[config.mk]
export PLATFORM = sky130hd
export DESIGN_NAME = iob_eth_tx_frame_buf
export DESIGN_NICKNAME = d
export VERILOG_FILES = /design/src/rtl/iob_eth_tx_frame_buf.sv
export SDC_FILE = /design/constraint.sdc
export NUM_CORES = 1
export LEC_CHECK = 0
export CORE_UTILIZATION = 41
export DETAILED_ROUTE_END_ITERATION = 8
export SYNTH_ARGS = -nofsm -noshare
export SYNTH_HDL_FRONTEND = slang
export SYNTH_SLANG_ARGS = --single-unit
[constraint.sdc]
create_clock -name clk_i -period 4.1 [get_ports clk_i]
set_clock_uncertainty 0.1 [all_clocks]
set_input_delay 0.82 -clock clk_i [delete_from_list [all_inputs] [get_ports clk_i]]
set_output_delay 0.82 -clock clk_i [all_outputs]
set_load 0.1 [all_outputs]
[src/rtl/iob_eth_tx_frame_buf.sv]
// CPU-side Ethernet TX frame buffer: native-bus word FIFO plus a byte serialiser
// that streams a frame of programmable length into the MAC transmit path.
module iob_eth_tx_frame_buf #(
  parameter int ADDR_W  = 16,
  parameter int DATA_W  = 32,
  parameter int FIFO_AW = 4,
  parameter int LEN_W   = 11
) (
  input  logic                  clk_i,
  input  logic                  arst_n_i,
  input  logic                  valid,
  input  logic [ADDR_W-1:0]     address,
  input  logic [DATA_W-1:0]     wdata,
  input  logic [DATA_W/8-1:0]   wstrb,
  output logic [DATA_W-1:0]     rdata,
  output logic                  ready,
  output logic [7:0]            tx_data_o,
  output logic                  tx_valid_o,
  output logic                  tx_last_o,
  input  logic                  tx_ready_i,
  output logic                  busy_o,
  output logic                  done_o
);

  localparam int DEPTH = 1 << FIFO_AW;
  localparam logic [ADDR_W-1:0] A_STATUS = ADDR_W'(0);
  localparam logic [ADDR_W-1:0] A_FIFO   = ADDR_W'(1);
  localparam logic [ADDR_W-1:0] A_START  = ADDR_W'(2);

  typedef enum logic [1:0] {
    IDLE = 2'd0,
    LOAD = 2'd1,
    SEND = 2'd2,
    DONE = 2'd3
  } state_t;

  state_t              state_q, state_d;
  logic [DATA_W-1:0]   mem_q [DEPTH];
  logic [FIFO_AW:0]    wptr_q, wptr_d, rptr_q, rptr_d;
  logic [31:0]         shift_q, shift_d;
  logic [1:0]          idx_q, idx_d;
  logic [LEN_W-1:0]    cnt_q, cnt_d;
  logic                err_q, err_d;
  logic                ready_q, ready_d;
  logic [DATA_W-1:0]   rdata_q, rdata_d;
  logic                tx_valid_q, tx_valid_d;
  logic                tx_last_q, tx_last_d;
  logic                busy_q, busy_d;
  logic                done_q, done_d;

  logic [FIFO_AW:0]    level_s;
  logic                full_s, empty_s;
  logic                wr_s, rd_s, push_s, start_wr_s, start_ok_s;
  logic [LEN_W-1:0]    len_s;
  logic [LEN_W:0]      need_s;
  logic [DATA_W-1:0]   status_s;

  assign level_s    = wptr_q - rptr_q;
  assign full_s     = (wptr_q[FIFO_AW] != rptr_q[FIFO_AW]) &&
                      (wptr_q[FIFO_AW-1:0] == rptr_q[FIFO_AW-1:0]);
  assign empty_s    = (wptr_q == rptr_q);
  assign wr_s       = valid && (wstrb != '0);
  assign rd_s       = valid && (wstrb == '0);
  assign len_s      = wdata[LEN_W-1:0];
  // Words needed to cover len bytes, rounded up.
  assign need_s     = ({1'b0, len_s} + (LEN_W+1)'(3)) >> 2;
  assign start_wr_s = wr_s && (address == A_START);
  assign start_ok_s = (state_q == IDLE) && (len_s != '0) &&
                      (need_s <= {{(LEN_W-FIFO_AW){1'b0}}, level_s});
  assign push_s     = wr_s && (address == A_FIFO) && !full_s;

  // Bus response, status image, error flag and FIFO pointers.
  always_comb begin
    status_s              = '0;
    status_s[FIFO_AW:0]   = level_s;
    status_s[16]          = busy_q;
    status_s[17]          = full_s;
    status_s[18]          = empty_s;
    status_s[24]          = err_q;

    ready_d = valid;
    if (rd_s && (address == A_STATUS)) begin
      rdata_d = status_s;
    end else begin
      rdata_d = '0;
    end

    if (wr_s && (address == A_STATUS) && wdata[24]) begin
      err_d = 1'b0;
    end else if (wr_s && (address == A_FIFO) && full_s) begin
      err_d = 1'b1;
    end else if (start_wr_s && !start_ok_s) begin
      err_d = 1'b1;
    end else begin
      err_d = err_q;
    end

    wptr_d = push_s ? (wptr_q + (FIFO_AW+1)'(1)) : wptr_q;
    rptr_d = (state_q == LOAD) ? (rptr_q + (FIFO_AW+1)'(1)) : rptr_q;
  end

  // Serialiser FSM; the word in LOAD is popped even when only part of it is sent.
  always_comb begin
    state_d = state_q;
    shift_d = shift_q;
    idx_d   = idx_q;
    cnt_d   = cnt_q;
    case (state_q)
      IDLE: begin
        if (start_wr_s && start_ok_s) begin
          state_d = LOAD;
          cnt_d   = len_s;
        end else begin
          state_d = IDLE;
        end
      end
      LOAD: begin
        shift_d = mem_q[rptr_q[FIFO_AW-1:0]];
        idx_d   = 2'd0;
        state_d = SEND;
      end
      SEND: begin
        if (tx_ready_i) begin
          cnt_d = cnt_q - LEN_W'(1);
          if (cnt_q == LEN_W'(1)) begin
            state_d = DONE;
          end else if (idx_q == 2'd3) begin
            state_d = LOAD;
          end else begin
            shift_d = shift_q >> 6'd8;
            idx_d   = idx_q + 2'd1;
          end
        end else begin
          state_d = SEND;
        end
      end
      DONE:    state_d = IDLE;
      default: state_d = IDLE;
    endcase

    tx_valid_d = (state_d == SEND);
    tx_last_d  = (state_d == SEND) && (cnt_d == LEN_W'(1));
    busy_d     = (state_d == LOAD) || (state_d == SEND);
    done_d     = (state_d == DONE);
  end

  // FIFO storage needs no reset; pointers define what is valid.
  always_ff @(posedge clk_i) begin
    if (push_s) begin
      mem_q[wptr_q[FIFO_AW-1:0]] <= wdata;
    end
  end

  // State and output registers.
  always_ff @(posedge clk_i or negedge arst_n_i) begin
    if (!arst_n_i) begin
      state_q    <= IDLE;
      wptr_q     <= '0;
      rptr_q     <= '0;
      shift_q    <= '0;
      idx_q      <= 2'd0;
      cnt_q      <= '0;
      err_q      <= 1'b0;
      ready_q    <= 1'b0;
      rdata_q    <= '0;
      tx_valid_q <= 1'b0;
      tx_last_q  <= 1'b0;
      busy_q     <= 1'b0;
      done_q     <= 1'b0;
    end else begin
      state_q    <= state_d;
      wptr_q     <= wptr_d;
      rptr_q     <= rptr_d;
      shift_q    <= shift_d;
      idx_q      <= idx_d;
      cnt_q      <= cnt_d;
      err_q      <= err_d;
      ready_q    <= ready_d;
      rdata_q    <= rdata_d;
      tx_valid_q <= tx_valid_d;
      tx_last_q  <= tx_last_d;
      busy_q     <= busy_d;
      done_q     <= done_d;
    end
  end

  assign rdata      = rdata_q;
  assign ready      = ready_q;
  assign tx_data_o  = shift_q[7:0];
  assign tx_valid_o = tx_valid_q;
  assign tx_last_o  = tx_last_q;
  assign busy_o     = busy_q;
  assign done_o     = done_q;

endmodule

== Yosys cells after proc, flatten, opt, wreduce, memory -nomap -nowiden ==
Memories as Yosys holds them, arrays and structs flattened.
Cells that the tools add are included.
W data, S select, Z words.

* Bits in registers: 88
* Memory bits (writable): 512
* Input port bits: 56
* Output and inout port bits: 45
* Word-level logic and storage cells: 86
* Memories: 1

{| class="wikitable"
|+ Memories
! memory !! words !! bits a word !! read ports !! clocked after memory_dff !! write ports !! RTL line !! RTL
|-
| mem_q || 16 || 32 || 1 || 0 || 1 || 38 || <nowiki>logic [DATA_W-1:0] mem_q [DEPTH];</nowiki>
|}

* $add $sub $neg: 6
* Order comparisons: 1
* Equal/unequal tests: 17
* Multiplexer cells: 22
* Reduce and logical (&&, ||, !) cells: 26

{| class="wikitable"
|+ Operator list
! kind !! number
|-
| $mux W32 || 3
|-
| $pmux W32 S2 || 1
|-
| $mux W25 || 1
|-
| $eq A11 B1 Y1 const B || 2
|-
| $mux W11 || 2
|-
| $pmux W11 S2 || 1
|-
| $eq A16 B1 Y1 const B || 1
|-
| $eq A16 B2 Y1 const B || 1
|-
| $logic_not A16 Y1 || 1
|-
| $logic_and A1 B1 Y1 || 15
|-
| $add A11 B2 Y12 const B || 1
|-
| $mux W2 || 6
|-
| $reduce_bool A11 Y1 || 1
|-
| $sub A11 B1 Y11 const B || 1
|-
| $add A5 B1 Y5 const B || 2
|-
| $eq A2 B2 Y1 const B || 5
|-
| $le A10 B5 Y1 || 1
|-
| $pmux W2 S4 || 1
|-
| $mux W1 || 6
|-
| $ne A2 B2 Y1 const B || 3
|-
| $eq A5 B5 Y1 || 1
|-
| $sub A5 B5 Y5 || 1
|-
| $eq A2 B1 Y1 const B || 2
|-
| $eq A4 B4 Y1 || 1
|-
| other kinds (11) || 12
|}

== Depth between registers and ports, before layout ==
Gate-level depths: netlist of the first run.

* Word-level depth: 8
* Mapped depth: 18

== Worst setup path after synthesis of the first run ==
Ideal clock, no wire load.

* Kind: register -> register
* From: reg rptr_q[1]
* To: reg tx_last_q, in the netlist tx_last_o
* Setup time: 0.096 ns
* Data arrival time: 4.143 ns
* Required time: 3.904 ns
* Slack: -0.238 ns
* Stages on the path, launching flop included: 19
* Path buffers: 2
* Period minus slack after synthesis: 4.338 ns
* Cells stage by stage: dfrtp_1 clkbuf_1 clkbuf_1 inv_1 fa_1 a21o_1 a21oi_1 xnor2_1 ha_1 o21a_1 o22ai_1 a21oi_1 nor3_4 nor2_1 ha_1 nor4b_1 nand4bb_1 or4_1 nor4_2

* Longest elaborated chain between the ends: 8
* Elaborated cells on any way between the ends: 11
* Classes of those cells: add/sub (1); order compare (1); eq/ne (2); mux (4); reduce/logical (3)

{| class="wikitable"
|+ RTL lines
! item !! RTL line !! RTL
|-
| from (decl) || 39 || <nowiki>logic [FIFO_AW:0] wptr_q, wptr_d, rptr_q, rptr_d;</nowiki>
|-
| from (signal assigned) || 173 || <nowiki>rptr_q <= rptr_d;</nowiki>
|-
| $sub A5 B5 Y5 || 58 || <nowiki>assign level_s = wptr_q - rptr_q;</nowiki>
|-
| $le A10 B5 Y1 || 69 || <nowiki>(need_s <= {{(LEN_W-FIFO_AW){1'b0}}, level_s});</nowiki>
|-
| $logic_and A1 B1 Y1 || 68 || <nowiki>assign start_ok_s = (state_q == IDLE) && (len_s != '0) &&</nowiki>
|-
| $logic_and A1 B1 Y1 || 110 || <nowiki>if (start_wr_s && start_ok_s) begin</nowiki>
|-
| $mux W1 || 110 ||
|-
| $pmux W2 S4 || 108 || <nowiki>case (state_q)</nowiki>
|-
| $eq A2 B2 Y1 || -- ||
|-
| net tx_valid_d || 46 || <nowiki>logic tx_valid_q, tx_valid_d;</nowiki>
|-
| $logic_and A1 B1 Y1 || 142 || <nowiki>tx_last_d = (state_d == SEND) && (cnt_d == LEN_W'(1));</nowiki>
|-
| net tx_last_d || 47 || <nowiki>logic tx_last_q, tx_last_d;</nowiki>
|-
| to (signal assigned) || 181 || <nowiki>tx_last_q <= tx_last_d;</nowiki>
|-
| to (decl) || 47 ||
|}

The timed path passes the listed nets, and every way through them passes these cells.
A chain may end at the register's enable or synchronous reset.

== Final worst setup path of the first run ==
* From: reg rptr_q[1]
* To: reg tx_last_q, in the netlist tx_last_o

* Longest elaborated chain between the ends: 8
* Elaborated cells on any way between the ends: 11
* Classes of those cells: add/sub (1); order compare (1); eq/ne (2); mux (4); reduce/logical (3)

{| class="wikitable"
|+ RTL lines
! item !! RTL line
|-
| $sub A5 B5 Y5 * || 58
|-
| $le A10 B5 Y1 * || 69
|-
| $logic_and A1 B1 Y1 * || 68
|-
| $logic_and A1 B1 Y1 * || 110
|-
| $mux W11 or $mux W1 (tied branches) || 110
|-
| $pmux W11 S2 or $pmux W2 S4 (tied branches) || 108
|-
| $eq A11 B1 Y1 or $eq A2 B2 Y1 (tied branches) || 142
|-
| $logic_and A1 B1 Y1 * || 142
|-
| net tx_last_d || 47
|}

Mark *: on every way through the listed nets, which the timed path passes. The rest lies on a longest branch.

==> metrics.cfg, run 1 <==
[synthesis]
synth_xor_area_share_pct = 0.598
synth-seq-cells = 584
ys_top_cells_by_area = edfxtp_1, mux4_2, dfrtp_1
synth_compound_area_share_pct = 2.27
yosys.area_share.adder_pct = 1.10
muxShareOfSynthArea_pct = 16.5
ys_seq_area_share_pct = 73.3
synth-main-ff-cell = edfxtp_1
syn_inst = 1161
yosysUniqueCellTypes = 69
synth_top_area_share_pct = 65.6
synth_area_per_cell_sq_um = 20.2
synth_top_family_by_area = multiplexers
syn_area_sq_mm = 0.0234
yosysWarnings = 0
synthArstFlopShare_pct = 12.3
synthTopCellsByCount = edfxtp_1, mux4_2, dfrtp_1
synthSimpleGateAreaFrac_pct = 4.10
synth.largest_area_cell = edfxtp_1
synth_most_common_cell = edfxtp_1
synth-edff-count = 512

[floorplan]
die_width_um = 241
core.rowCount = 87
start_util_pct = 41.5
die_h_um = 241
io_pins = 101
dieArea_sq_mm = 0.0581
core_area_sq_mm = 0.0565

[finish]
drive_above_1_share_pct = 27.4
multiInputGateArea_sq_mm = 0.00591
fillers = 4610
register_area_sq_mm = 0.0172
syn_to_final_growth_pct = 18.3
final_cell_count_no_fill = 2126
antenna_cells = 0
final_net_count = 1397

[worst_setup_path]
cp.arrival_ps = 4360
worstSetupPathType = register to register
end_kind = register
r2r_cells = 16
max_stage_delay_ps = 480
path_common_cell = buf_4
cpMaxStageDelayCell = dfrtp_4
path_max_fanout = 4
worstPathRequired_ps = 4520
start_kind = register
path_cells = inv_1, ha_1, a21o_1, a21oi_1, xor2_1, buf_4, ha_1, o21a_1, o22ai_1, a21oi_2, buf_4, buf_4, o311ai_2, nand4bb_1, or4_1, nor4_2

[grt]
overflow = 0
grt_start_max_net_pins = 87
antenna_found_initial = 1
grt_pass1_vias = 12043
grt_pass1_wl_um = 78900
grt_usage_pct = 18.8

[timing]
fin_crit_sh_pct = 96.1
slew_headroom_pct = 27.2
tns_ps = 0
setup_viol = 0
rsz0062_at_grt = no
worst_pin_slew_ps = 1090
max_freq_mhz = 254
finalHoldViolCount = 0
slew_viol_final = 0
post-route-min-period_ps = 3940

[power_and_ir_drop]
p_leak_nw = 9.31
ir_worst_vdd_mv = 0.388
finalPower_w = 0.0154
power_density_mw_per_mm2 = 556

[routing]
drtPass1Iterations = 5
wl_met2_um = 26300
ant_nets = 0
drt_wl_total_um = 52800
vias = 11482
dr_wl_met3_um = 2400
drc = 0
highest_layer = met5
routedWlPerCell_um = 24.8
drt_iter0_drc = 913
vias_per_cell = 5.40
wl_met1_um = 23000

[status]
outcome = completed

[placed_design]
dp_cells = 2015
hpwl_um = 30400
port_buffers = 77
place_congestion = 0.853

[clocking]
cts_sinks = 584
clock_latency_ps = 610
clk_pin_slew_worst_paths_ps = 60
clk_path_buf_depth = 3
cts_max_level = 2
root_buffer = clkbuf_16
cts_buffers = 59
tritoncts = built

[job]
max-cap-violations = 0

[hold_path]
min_path_type = input pin to asynchronous set/reset pin

## area by class of cell
cell class                      count  area share, %
Timing Repair Buffer              160           6.28
Clock buffer                       73           5.55
Tap cell                          756           3.41
Sequential cell                   584           62.0
Multi-Input combinational cell    498           21.3
Clock inverter                     37           1.25
Inverter                           18          0.244
## final timing paths
path	startpoint	endpoint	slack [ps]
max reg2reg	rptr_q[1]	tx_last_o	160
min in group clk_i	shift_q[2]	shift_q[2]	370
min	arst_n_i	rdata[1]	270
max in group asynchronous	arst_n_i	rptr_q[1]	2870
min reg2reg	shift_q[2]	shift_q[2]	370
max	rptr_q[1]	tx_last_o	160
## metrics by stage
| step | setup WS [ps] | area, sq um | hold slack (ps) | util, % |
|---|---|---|---|---|
| after floorplan | 32.2 | 23500 | 349 | - |
| after global placement | -25.9 | 25800 | 361 | 45.7 |
| after detailed placement | -179 | 25800 | 370 | 45.7 |
| after CTS | 28.6 | 27700 | 299 | 49.0 |
| after global routing | 27.6 | 27700 | 340 | 49.1 |
| final | 160 | 27700 | 272 | 49.1 |
## cells by family after synthesis
family	after synthesis
XOR/XNOR	16
AO/OA/AOI/OAI	85
flip-flops	584
buffers and inverters	101
other	1
AND/OR/NAND/NOR	167
adder cells (fa/ha/maj)	20
multiplexers	187
## sequential cells by signal, indices dropped and copies added, names as in the netlist
register / cells
busy_o: 1
rdata: 9
state_q: 2
cnt_q: 11
done_o: 1
idx_q: 2
err_q: 1
tx_valid_o: 1
ready: 1
rptr_q: 5
tx_last_o: 1
wptr_q: 5
mem_q: 512
shift_q: 32
## power by group
part | internal, W | switching (W) | total, W | leakage (nW)
registers | 0.00668 | 0.000207 | 0.00689 | 5.53
logic | 0.00156 | 0.00173 | 0.00329 | 2.87
clock network | 0.00304 | 0.00221 | 0.00525 | 0.916
## critical path, delay by kind of cell (launching register included)
family | cells | cell delay [ps]
compound gates | 6 | 1200
xor+xnor | 1 | 160
fa+ha+maj | 2 | 520
buf+inv | 4 | 600
flops | 1 | 480
simple gates | 3 | 790
## placed cells by master, fill, tap and decap left out, types with 15 or more instances in the layout
cell type	synthesis	routed
buf_12	0	28
buf_4	31	56
clkbuf_16	0	59
clkdlybuf4s50_1	0	76
clkinv_1	0	15
conb_1	1	23
dfrtp_1	72	69
edfxtp_1	512	512
ha_1	19	19
inv_1	17	16
mux2i_1	26	26
mux4_2	160	160
nand2_1	65	65
nor2_1	22	20
o21ai_0	39	39
## metal layers
metal  GRT usage (%)  vias up
li1                -     5007
met1            25.8     6093
met2            31.5      305
met3            2.89       75
met4            4.74        2
met5               0        -
## timing repair
action	in CTS	in global routing
endpoints found under the hold margin	0	0
hold buffers	0	0
setup buffers	0	1
setup endpoints to repair	0	1
resized for setup	0	6
(Power assumes the default switching activity.)
==> run 2, diff against run 1 <==
HOLD_SLACK_MARGIN = 0.02   (was not set)
clock period = 4.9 ns   (was 4.1 ns; I/O delays follow)
==> run 2 against run 1 <==
  * Die area did not move
  * Worst hold slack improved by 100 ps
  * Critical path type unchanged
  * First-iteration DRC count fell by 13%
  * Clock power is 14% lower
  * Sequential power fell by 16%
==> metrics.cfg, run 2 (synthesis results as in run 1) <==
[status]
outcome = completed  ; unchanged

[floorplan]
io_pins = 101  ; unchanged
core_area_sq_mm = 0.0565  ; unchanged
core.rowCount = 87  ; unchanged
start_util_pct = 41.5  ; unchanged
die_width_um = 241  ; unchanged
dieArea_sq_mm = 0.0581  ; unchanged
die_h_um = 241  ; unchanged

[clocking]
cts_resized = 0  ; unchanged
ctsHoldBuffers = 0  ; unchanged
cts_buffers = 58  ; was 59
clock_latency_ps = 620  ; was 610 ps
cts_max_level = 2  ; unchanged
root_buffer = clkbuf_16  ; unchanged
tritoncts = built  ; unchanged
clk_pin_slew_worst_paths_ps = 60  ; about the same
clk_path_buf_depth = 3  ; unchanged
cts_setup_buffers = 0  ; unchanged
cts_sinks = 584  ; unchanged

[worst_setup_path]
max_stage_delay_ps = 430  ; was 480 ps
regToRegSetupSlack_ps = 650  ; was 160 ps
crit_buf_inv = 2  ; was 4
path_max_fanout = 4  ; unchanged
cp.arrival_ps = 4680  ; was 4360 ps
end_kind = register  ; unchanged
worstPathRequired_ps = 5330  ; was 4520 ps
worstSetupPathType = register to register  ; unchanged
path_delay_family = simple AND/OR/NAND/NOR gates  ; was compound AO/OA/AOI/OAI gates
path_common_cell = ha_1  ; was buf_4
cpMaxStageDelayCell = or4_1  ; was dfrtp_4
start_kind = register  ; unchanged
path_cells = inv_1, ha_1, inv_1, fa_1, a21o_1, a21oi_1, xnor2_1, ha_1, nand2_1, o22ai_1, a21oi_1, nor3_4, nor2_1, ha_1, nor4b_1, nand4bb_1, or4_1, nor4_2  ; was inv_1, ha_1, a21o_1, a21oi_1, xor2_1, buf_4, ha_1, o21a_1, o22ai_1, a21oi_2, buf_4, buf_4, o311ai_2, nand4bb_1, or4_1, nor4_2

[timing]
slew_headroom_pct = 33.2  ; was 27.2%
rsz0062_at_grt = no  ; unchanged
worst_pin_slew_ps = 998  ; was 1090 ps
setup_viol = 0  ; unchanged
max_freq_mhz = 235  ; was 254 MHz
post-route-min-period_ps = 4250  ; was 3940 ps
slew_viol_final = 0  ; unchanged
fin_crit_sh_pct = 86.8  ; was 96.1%
finalHoldViolCount = 0  ; unchanged
tns_ps = 0  ; unchanged

[placed_design]
place_congestion = 0.788  ; was 0.853
hpwl_um = 28800  ; was 30400 um
port_buffers = 77  ; unchanged

[finish]
final_net_count = 1363  ; was 1397
fin_util_pct = 48.4  ; was 49.1%
drive_above_1_share_pct = 25.3  ; was 27.4%
fillers = 4587  ; was 4610
antenna_cells = 0  ; unchanged
largest_reg_flops = 512  ; unchanged
layout_commonest_cell = edfxtp_1  ; unchanged
syn_to_final_growth_pct = 16.7  ; was 18.3%
layout.cells.most_common_list = edfxtp_1, mux4_2, clkdlybuf4s50_1  ; unchanged

[routing]
ant_nets = 0  ; unchanged
drc = 0  ; unchanged
drt_wl_total_um = 50500  ; was 52800 um
routedWlPerCell_um = 24.2  ; was 24.8 um
vias_per_cell = 5.39  ; was 5.40
drt_iter0_drc = 792  ; was 913
vias = 11267  ; was 11.5k
drtPass1Iterations = 5  ; unchanged

[grt]
grt_pass1_vias = 11777  ; was 12.0k
use_met2_pct = 29.6  ; was 31.5%
met3_usage_pct = 2.93  ; was 2.89%
grtUsageMet1_pct = 25.2  ; was 25.8%
busiest_layer = met2  ; unchanged
grt_start_max_net_pins = 131  ; was 87
antenna_found_initial = 0  ; was 1
overflow = 0  ; unchanged
grt_pass1_wl_um = 76000  ; was 78900 um
grt_usage_pct = 18.1  ; was 18.8%

[job]
max-cap-violations = 0  ; unchanged

[power_and_ir_drop]
p_leak_nw = 9.15  ; was 9.31 nW
power_density_mw_per_mm2 = 474  ; was 556 mW/mm^2
ir_worst_vdd_mv = 0.398  ; was 0.388 mV

[hold_path]
min_path_type = register to register  ; was input pin to asynchronous set/reset pin

## run 2: path summary, 6_finish.rpt
| check | startpoint | end | depth (start not counted) |
|---|---|---|---|
| max | wptr_q[0] | tx_last_o | 18 |
| min | shift_q[2] | shift_q[2] | 2 |
| max reg2reg | wptr_q[0] | tx_last_o | 18 |
| min reg2reg | shift_q[2] | shift_q[2] | 2 |
| max in group asynchronous | arst_n_i | rptr_q[0] | 1 |
| min in group asynchronous | arst_n_i | ready | 1 |
## run 2: worst min-delay path, cell delays in order, from the launching register on
cell and delay, ps:
dfrtp_1 340, nand2_1 40, o21ai_0 60
## run 2: metal layers
layer	vias to the layer above	part of all wire, %
met5	-	0
met4	0	1.8
met3	71	4.1
met2	270	49
met1	5977	45
li1	4949	-
## run 2: report_power, final
part	switching, W	leakage [nW]	internal (W)
registers	0.000171	5.53	0.00559
logic	0.00143	2.67	0.00127
clock network	0.00184	0.952	0.00268
## run 2: area by class of cell
type / instances / area, sq um / share of cell area, %
Sequential cell: 584 / 17200 / 62.8
Multi-Input combinational cell: 498 / 5880 / 21.5
Timing Repair Buffer: 127 / 1340 / 4.91
Clock inverter: 36 / 417 / 1.52
Tap cell: 756 / 946 / 3.46
Inverter: 18 / 67.6 / 0.247
Clock buffer: 73 / 1530 / 5.58
## run 2: metrics by stage
stage	worst slack, ps	cells	hold slack (ps)	total power (W)	instance area [sq um]
after floorplan	562	1183	349	0.00793	23500
after global placement	364	1983	362	0.00860	25400
after detailed placement	286	1983	370	0.00862	25400
after CTS	656	2092	383	0.0131	27400
after global routing	384	2092	397	0.0135	27400
final	647	2092	377	0.0130	27400
==> run 3, diff against run 2 <==
SKIP_CTS_REPAIR_TIMING = 1   (was not set)
TNS_END_PERCENT = 1   (was not set)
==> results of run 3 <==
Final layout, timing and power as in run 2 (identical DEF).
